--- src/rtl/nand_cpu_pkg.sv ---
// +--------------------------------------------------------------------------+
// | Module   : nand_cpu_pkg                                                  |
// | Purpose  : Shared widths, defaults and state encoding for the data-side |
// |            memory responder.                                             |
// | Revision : 1.0  initial release                                          |
// +--------------------------------------------------------------------------+
`default_nettype none

package nand_cpu_pkg;

  localparam int C_WORD_W          = 8;
  localparam int C_ADDR_W          = 8;
  localparam int C_DEFAULT_LATENCY = 2;
  localparam int C_CNT_W           = 4;

  typedef enum logic [1:0] {
    IDLE = 2'd0,
    WAIT = 2'd1,
    RESP = 2'd2
  } d_mem_state_t;

  // A single-word array still needs a one-bit index to keep port widths legal.
  function automatic int d_mem_idx_w(input int words);
    return (words > 1) ? $clog2(words) : 1;
  endfunction

endpackage

`default_nettype wire

--- src/rtl/d_mem_array.sv ---
// +--------------------------------------------------------------------------+
// | Module   : d_mem_array                                                   |
// | Purpose  : WORDS x 8 storage, one synchronous write port, one            |
// |            asynchronous read port, contents not reset.                  |
// | Revision : 1.0  initial release                                          |
// +--------------------------------------------------------------------------+
`default_nettype none

module d_mem_array
  import nand_cpu_pkg::*;
#(
  parameter int WORDS = 256,
  parameter int IDX_W = 8
) (
  input  logic                clk,
  input  logic                we,
  input  logic [IDX_W-1:0]    waddr,
  input  logic [C_WORD_W-1:0] wdata,
  input  logic [IDX_W-1:0]    raddr,
  output logic [C_WORD_W-1:0] rdata
);

  logic [C_WORD_W-1:0] r_mem [WORDS];

  always_ff @(posedge clk) begin
    if (we) begin
      r_mem[waddr] <= wdata;
    end
  end

  assign rdata = r_mem[raddr];

endmodule

`default_nettype wire

--- src/rtl/d_mem_responder.sv ---
// +--------------------------------------------------------------------------+
// | Module   : d_mem_responder                                               |
// | Purpose  : Fixed-latency single-outstanding memory responder for the     |
// |            d_cache. Define D_MEM_ERR_EN to add resp_err and bounds check.|
// | Revision : 1.0  initial release                                          |
// +--------------------------------------------------------------------------+
`default_nettype none

module d_mem_responder
  import nand_cpu_pkg::*;
#(
  parameter int LATENCY   = C_DEFAULT_LATENCY,
  parameter int MEM_WORDS = 256
) (
  input  logic                clk,
  input  logic                rst,
  input  logic                req_valid,
  output logic                req_ready,
  input  logic                req_write,
  input  logic [C_ADDR_W-1:0] req_addr,
  input  logic [C_WORD_W-1:0] req_wdata,
  output logic                resp_valid,
  input  logic                resp_ready,
  output logic [C_WORD_W-1:0] resp_rdata
`ifdef D_MEM_ERR_EN
  ,
  output logic                resp_err
`endif
);

  localparam int                 C_IDX_W    = d_mem_idx_w(MEM_WORDS);
  localparam logic [C_CNT_W-1:0] C_CNT_LOAD = C_CNT_W'((LATENCY > 0) ? LATENCY - 1 : 0);

  d_mem_state_t        r_state;
  d_mem_state_t        w_next_state;
  logic [C_CNT_W-1:0]  r_cnt;
  logic                r_write;
  logic [C_ADDR_W-1:0] r_addr;
  logic [C_WORD_W-1:0] r_wdata;
  logic [C_WORD_W-1:0] r_resp_rdata;

  logic                w_accept;
  logic                w_commit;
  logic                w_we;
  logic                w_oob;
  logic                w_op_write;
  logic [C_ADDR_W-1:0] w_op_addr;
  logic [C_WORD_W-1:0] w_op_wdata;
  logic [C_WORD_W-1:0] w_rd_word;
  logic [C_IDX_W-1:0]  w_idx;

  assign req_ready  = (r_state == IDLE) && !rst;
  assign resp_valid = (r_state == RESP);
  assign resp_rdata = r_resp_rdata;
  assign w_accept   = req_valid && req_ready;

  // With zero latency the commit happens on the accept edge, so use the live bus.
  assign w_op_write = (r_state == IDLE) ? req_write : r_write;
  assign w_op_addr  = (r_state == IDLE) ? req_addr  : r_addr;
  assign w_op_wdata = (r_state == IDLE) ? req_wdata : r_wdata;

  assign w_commit = ((r_state == WAIT) && (r_cnt == '0)) || ((LATENCY == 0) && w_accept);
  assign w_we     = w_commit && w_op_write && !w_oob;

  generate
    if (MEM_WORDS > 1) begin : g_idx_addr
      assign w_idx = w_op_addr[C_IDX_W-1:0];
    end else begin : g_idx_single
      assign w_idx = '0;
    end
  endgenerate

`ifdef D_MEM_ERR_EN
  logic r_resp_err;

  assign w_oob    = ({24'd0, w_op_addr} >= 32'(MEM_WORDS));
  assign resp_err = r_resp_err;

  always_ff @(posedge clk or posedge rst) begin
    if (rst) begin
      r_resp_err <= 1'b0;
    end else if (w_commit) begin
      r_resp_err <= w_oob;
    end
  end
`else
  assign w_oob = 1'b0;
`endif

  d_mem_array #(
    .WORDS (MEM_WORDS),
    .IDX_W (C_IDX_W)
  ) u_array (
    .clk   (clk),
    .we    (w_we),
    .waddr (w_idx),
    .wdata (w_op_wdata),
    .raddr (w_idx),
    .rdata (w_rd_word)
  );

  always_comb begin
    w_next_state = r_state;
    case (r_state)
      IDLE: begin
        if (w_accept) begin
          w_next_state = (LATENCY > 0) ? WAIT : RESP;
        end
      end
      WAIT: begin
        if (r_cnt == '0) begin
          w_next_state = RESP;
        end
      end
      RESP: begin
        if (resp_ready) begin
          w_next_state = IDLE;
        end
      end
      default: w_next_state = IDLE;
    endcase
  end

  always_ff @(posedge clk or posedge rst) begin
    if (rst) begin
      r_state      <= IDLE;
      r_cnt        <= '0;
      r_write      <= 1'b0;
      r_addr       <= '0;
      r_wdata      <= '0;
      r_resp_rdata <= '0;
    end else begin
      r_state <= w_next_state;
      if (w_accept) begin
        r_write <= req_write;
        r_addr  <= req_addr;
        r_wdata <= req_wdata;
        r_cnt   <= C_CNT_LOAD;
      end else if ((r_state == WAIT) && (r_cnt != '0)) begin
        r_cnt <= r_cnt - 1'b1;
      end
      // Stores echo their data; out-of-range loads read as zero.
      if (w_commit) begin
        r_resp_rdata <= w_op_write ? w_op_wdata : (w_oob ? '0 : w_rd_word);
      end
    end
  end

endmodule

`default_nettype wire

--- config.mk ---
export PLATFORM = sky130hd
export DESIGN_NAME = d_mem_responder
export DESIGN_NICKNAME = d
export VERILOG_FILES = /design/src/rtl/nand_cpu_pkg.sv /design/src/rtl/d_mem_array.sv /design/src/rtl/d_mem_responder.sv
export SDC_FILE = /design/constraint.sdc
export NUM_CORES = 2
export LEC_CHECK = 0
export BUFFER_PORTS_ARGS = -buffer_cell sky130_fd_sc_hd__buf_2
export CAP_MARGIN = 10
export CORE_MARGIN = 5
export CORE_UTILIZATION = 43
export CTS_BUF_LIST = sky130_fd_sc_hd__clkbuf_16
export DETAILED_ROUTE_END_ITERATION = 16
export REMOVE_ABC_BUFFERS = 1
export SYNTH_ARGS = -nofsm -noshare
export SYNTH_HDL_FRONTEND = slang
export SYNTH_SLANG_ARGS = --single-unit
--- constraint.sdc ---
create_clock -name clk -period 12.25 [get_ports clk]
set_input_delay 2.45 -clock clk [delete_from_list [all_inputs] [get_ports clk]]
set_output_delay 2.45 -clock clk [all_outputs]
set_load 0.005 [all_outputs]
Word-level counts from Yosys, hierarchy flattened --
Memory sizes are Yosys's and may differ from the RTL's. A register that Yosys moved wholly into a read port is not among the register bits. Cells that the tools add are included.
Storage, ports and cells: register bits 23, RAM bits 2048, bits of input ports 21, output and inout port bits 10, logic and storage cells 34, memories kept 1
Cells by class: add/subtract/negate cells 1, equal/unequal tests 5, mux-type cells 11, reductions and logical operators 11
Memory list:
- u_array.r_mem | words 256, width 8, read ports 1, clocked after Yosys merged registers in 1, write ports 1, RTL line d_mem_array.sv:23 | logic [C_WORD_W-1:0] r_mem [WORDS];
Operator list (number):
- 8-bit 2-to-1 mux | 2
- 4-bit 2-to-1 mux | 2
- 2-bit 2-to-1 mux | 3
- 2-bit case mux with 3 select lines | 1
- 1-bit logical AND | 5
- 4-bit zero test | 1
- 2-bit by 1-bit inequality test with 1-bit output (second input constant) | 2
- 4-bit nonzero test | 1
- 4-bit by 1-bit subtractor with 4-bit output (second input constant) | 1
- 1-bit 2-to-1 mux | 3
- 3-bit AND reduction | 1
- 2-bit by 1-bit equality test with 1-bit output (second input constant) | 1
- 2-bit equality test (second input constant) | 1
- 2-bit zero test | 1
- 2-bit inequality test (second input constant) | 1
- 2-bit nonzero test | 1
- 1-bit zero test | 1

Longest topological paths before layout --
depth in word-level cells 5, depth in mapped cells 13, depth with buffers taken out 9

Modules after synthesis --
From an unflattened synthesis, not the netlist that was laid out.
Unflattened totals: cells, all modules 3842, area, all modules 80957.6 um^2
Modules (own cells, without submodules):
- d_mem_array | instances 1, cells each 3725, area an instance 79396.1 um^2, seq. area each 61499.0 um^2
- d_mem_responder | instances 1, cells each 117, area an instance 1561.5 um^2, seq. area each 775.7 um^2

Worst setup path before layout --
No wires, ideal clock.
kind input to register, from input req_wdata[1], to memory u_array.r_mem[0][1], data pin, setup time 0.826 ns, data arrival time 5.563 ns, data required time 11.424 ns, setup slack 5.862 ns, cell stages on the path 2, buffers on the path 0, cells stage by stage nand2_1 > nand2_1
On the way: cells in the longest elaborated chain, start to end 1
Ends and longest elaborated chain:
- start: declaration | RTL line d_mem_responder.sv:21 | input logic [C_WORD_W-1:0] req_wdata,
- 8-bit 2-to-1 mux | RTL line d_mem_responder.sv:60 | assign w_op_wdata = (r_state == IDLE) ? req_wdata : r_wdata;
- net u_array.wdata[1] | RTL line d_mem_array.sv:18 | input logic [C_WORD_W-1:0] wdata,
- end: declaration | RTL line d_mem_array.sv:23
The timed path passes the listed nets, and every way through them passes these cells.

Final worst setup path --
from input req_addr[1], to register r_resp_rdata[6] (netlist: resp_rdata[6]), read port of u_array.r_mem
On the way: cells in the longest elaborated chain, start to end 1
Ends and longest elaborated chain:
- start: declaration | RTL line d_mem_responder.sv:20 | input logic [C_ADDR_W-1:0] req_addr,
- 8-bit 2-to-1 mux | RTL line d_mem_responder.sv:59 | assign w_op_addr = (r_state == IDLE) ? req_addr : r_addr;
- end: declaration | RTL line d_mem_responder.sv:40 | logic [C_WORD_W-1:0] r_resp_rdata;
No other way between the ends. A chain may end at the register's enable or synchronous reset.

==> results.py <==
metrics = {
    "outcome": {
        "status": "finished, final reports clean",
    },
    "floorplan": {
        "die_x_um": 435,
        "io_pins": 31,
        "fp.coreArea_um2": 179000,
        "initial_core_util": 0.433,
        "die-area_um2": 189000,
        "die_h_um": 435,
        "rows": 155,
    },
    "sta": {
        "clock.fmax_mhz": 166,
        "maxSlewViolCount": 0,
        "slew-limit-headroom": 0.169,
        "skew_ps": 38.3,
        "final-hold-violation-count": 0,
        "final.setup.tns_ps": 0,
        "rsz0062_at_grt": "false",
        "worst_pin_slew_ps": 1250,
        "finalCritPeriodShare": 0.491,
        "fin_crit_ps": 6010,
        "setup_violations": 0,
    },
    "detailed_routing": {
        "via_count": 45657,
        "viasPerCell": 6.40,
        "final_antenna_net_count": 0,
        "drc_errors": 0,
        "drt-total-wl_um": 224000,
        "wl_per_cell_um": 31.4,
        "first_iter_violations": 7748,
        "drtPass1Iterations": 11,
    },
    "grt": {
        "grt_pass1_wl_um": 321000,
        "grt_overflow": 0,
        "grt_antenna_before_repair": 5,
        "first_global_vias": 43402,
        "grt_use_total": 0.233,
        "grt_max_degree": 203,
    },
    "clock_network": {
        "cts-resized-gates": 0,
        "worstSkewPairLatency_ps": 840,
        "cts_tree": "done",
        "numCtsBuffers": 201,
        "clock_sinks": 2079,
        "clk_path_buf_depth": 3,
        "cts_hold_buf": 0,
        "post-cts-setup-buffer-count": 0,
        "cts-root-buf": "clkbuf_16",
        "clkTransAtPathRegs_ps": 60,
        "cts-htree-levels": 4,
    },
    "min_path": {
        "hp-class": "register to register",
    },
    "finish": {
        "area_delta_synth_final_pct": 11.1,
        "final_layout_size_suffix_gt1_frac": 0.0925,
        "stdcell_area_um2": 86100,
        "n_antenna_cell": 0,
        "nets": 4635,
    },
    "worst_setup_path": {
        "critPathArrivalTime_ps": 6770,
        "worstPathRequired_ps": 13010,
        "crit_type": "input port to register",
        "end_kind": "register",
        "crit_path_max_fanout": 106,
        "start_kind": "input port",
    },
    "logic_synthesis": {
        "yosysSeqAreaShare": 0.804,
        "synth_warnings": 0,
        "syn_area_um2": 77500,
        "synthArstFlopShare": 0.0149,
        "synth_top_family_by_area": "compound AO/OA/AOI/OAI gates",
        "synth_area_per_cell_um2": 16.8,
        "synthAdderAreaFrac": 0.000161,
        "synthCells": 4624,
        "synth_edf_count": 2048,
        "synthSimpleGateAreaFrac": 0.0707,
        "synth_flop_cell": "edfxtp_1",
        "synth_cell_type_count": 59,
        "synth_xor_area_frac": 0.000339,
        "synth-compound-area-share": 0.0997,
        "ys_ff_latch": 2079,
        "synthMuxAreaShare": 0.00315,
    },
    "pwr": {
        "ir_drop_mv": 0.427,
        "powerDensity_nw_per_um2": 268,
        "leakage_uw": 0.0263,
        "power_uw": 23100,
    },
    "placed_design": {
        "dpl.hpwl_um": 127000,
        "placed_cell_area_um2": 80000,
        "port_buffers": 30,
        "place_congestion": 0.853,
    },
    "flow_run": {
        "maxCapViolations": 0,
    },
}
-- logic make-up (layout without fill, tap and decap cells) --
kind of cell               after synthesis  count (layout)
and+or+nand+nor                       1209            1209
DFF                                   2079            2079
AOI/OAI and AO/OA                      956             956
adders and majority gates                1               1
muxes                                   22              22
xor gates and xnor gates                 3               3
buffers and inverters                  354             509
-- cell type report --
class / count / area [µm²]
Fill cell: 14982 / 92700
Inverter: 4 / 15.0
Clock inverter: 162 / 922
Timing Repair Buffer: 136 / 1090
Clock buffer: 207 / 5180
Multi-Input combinational cell: 2191 / 13600
Tap cell: 2355 / 2950
Sequential cell: 2079 / 62300
-- power by group --
group	internal (µW)	switching [µW]
Clock	3180	2600
Combinational	1720	6140
Sequential	9340	81.0
Total	14200	8820
-- critical path, cell delays in order --
cell and delay [ps]:
buf_2 130, or4b_4 550, o21ai_4 110, buf_12 450, buf_4 630, a22oi_1 120
and3_1 230, a311oi_1 400, a311oi_1 170, o21ai_0 940, a311oi_1 240, a31oi_1 190
-- synthesized netlist by cell type, types with 5 or more instances --
cell,count,area share
o21ai_0,21,0.0014
nor4_1,10,0.00081
edfxtp_1,2048,0.79
a311oi_1,31,0.0035
clkbuf_1,100,0.0048
o22ai_1,8,0.00065
nand2b_1,7,0.00057
a31oi_1,66,0.0053
dfrtp_1,31,0.010
a41oi_1,6,0.00068
a22oi_1,304,0.029
buf_2,188,0.012
mux2_2,19,0.0028
nand3_1,392,0.025
a21oi_1,118,0.0076
o21ai_1,6,0.00039
nand2_1,383,0.019
buf_4,36,0.0035
a22o_1,7,0.00079
buf_1,22,0.0011
a221oi_1,5,0.00057
and3_1,45,0.0036
a222oi_1,356,0.046
nor2_1,264,0.013
nand4_1,80,0.0065
nor3_1,6,0.00039
-- state kept, by name, summed over array words and instances (netlist names) --
register       count
r_addr             8
r_cnt              4
r_state            2
r_wdata            8
r_write            1
resp_rdata         8
u_array.r_mem   2048
-- through the flow --
stage	hold WS (ps)	util	setup slack, ps	cells
6_report	504	0.481	6240	7134
5_1_grt	518	0.481	6160	7134
4_1_cts	507	0.481	6370	7133
3_5_place_dp	493	0.447	5470	6764
3_3_place_gp	487	0.447	5510	6764
2_1_floorplan	474	-	-10220	4274
-- cell usage in the layout (no fill, tap or decap), types with 65 or more instances in the layout --
master        n
a21oi_1     117
a222oi_1    356
edfxtp_1   2048
inv_1        65
nor2_1      262
nand3_1     392
nand2_1     373
a22oi_1     304
buf_4        93
a31oi_1      66
nand4_1      80
clkbuf_16   207
-- path summary, 6_finish.rpt --
| check | startpoint | end | slack [ps] | depth (start not counted) |
|---|---|---|---|---|
| worst max-delay path | req_addr[1] | resp_rdata[6] | 6240 | 12 |
| worst min-delay path | r_addr[4] | r_addr[4] | 500 | 1 |
| worst max register to register | r_state[0] | resp_rdata[5] | 7040 | 11 |
| worst min register to register | r_addr[4] | r_addr[4] | 500 | 1 |
| max in group asynchronous | rst | resp_rdata[7] | 10090 | 3 |
| min in group asynchronous | rst | r_wdata[3] | 1770 | 3 |
-- routing by layer --
layer  wire length (µm)  up-vias  track usage  part of all wire
met4               8290        2       0.0812             0.037
li1                   -    19047            -                 -
met2             105000     2770        0.364              0.47
met5                 14        -            0          0.000062
met1              89200    23446        0.332              0.40
met3              22200      392       0.0414             0.099
Power figures use the tool's default switching activity.
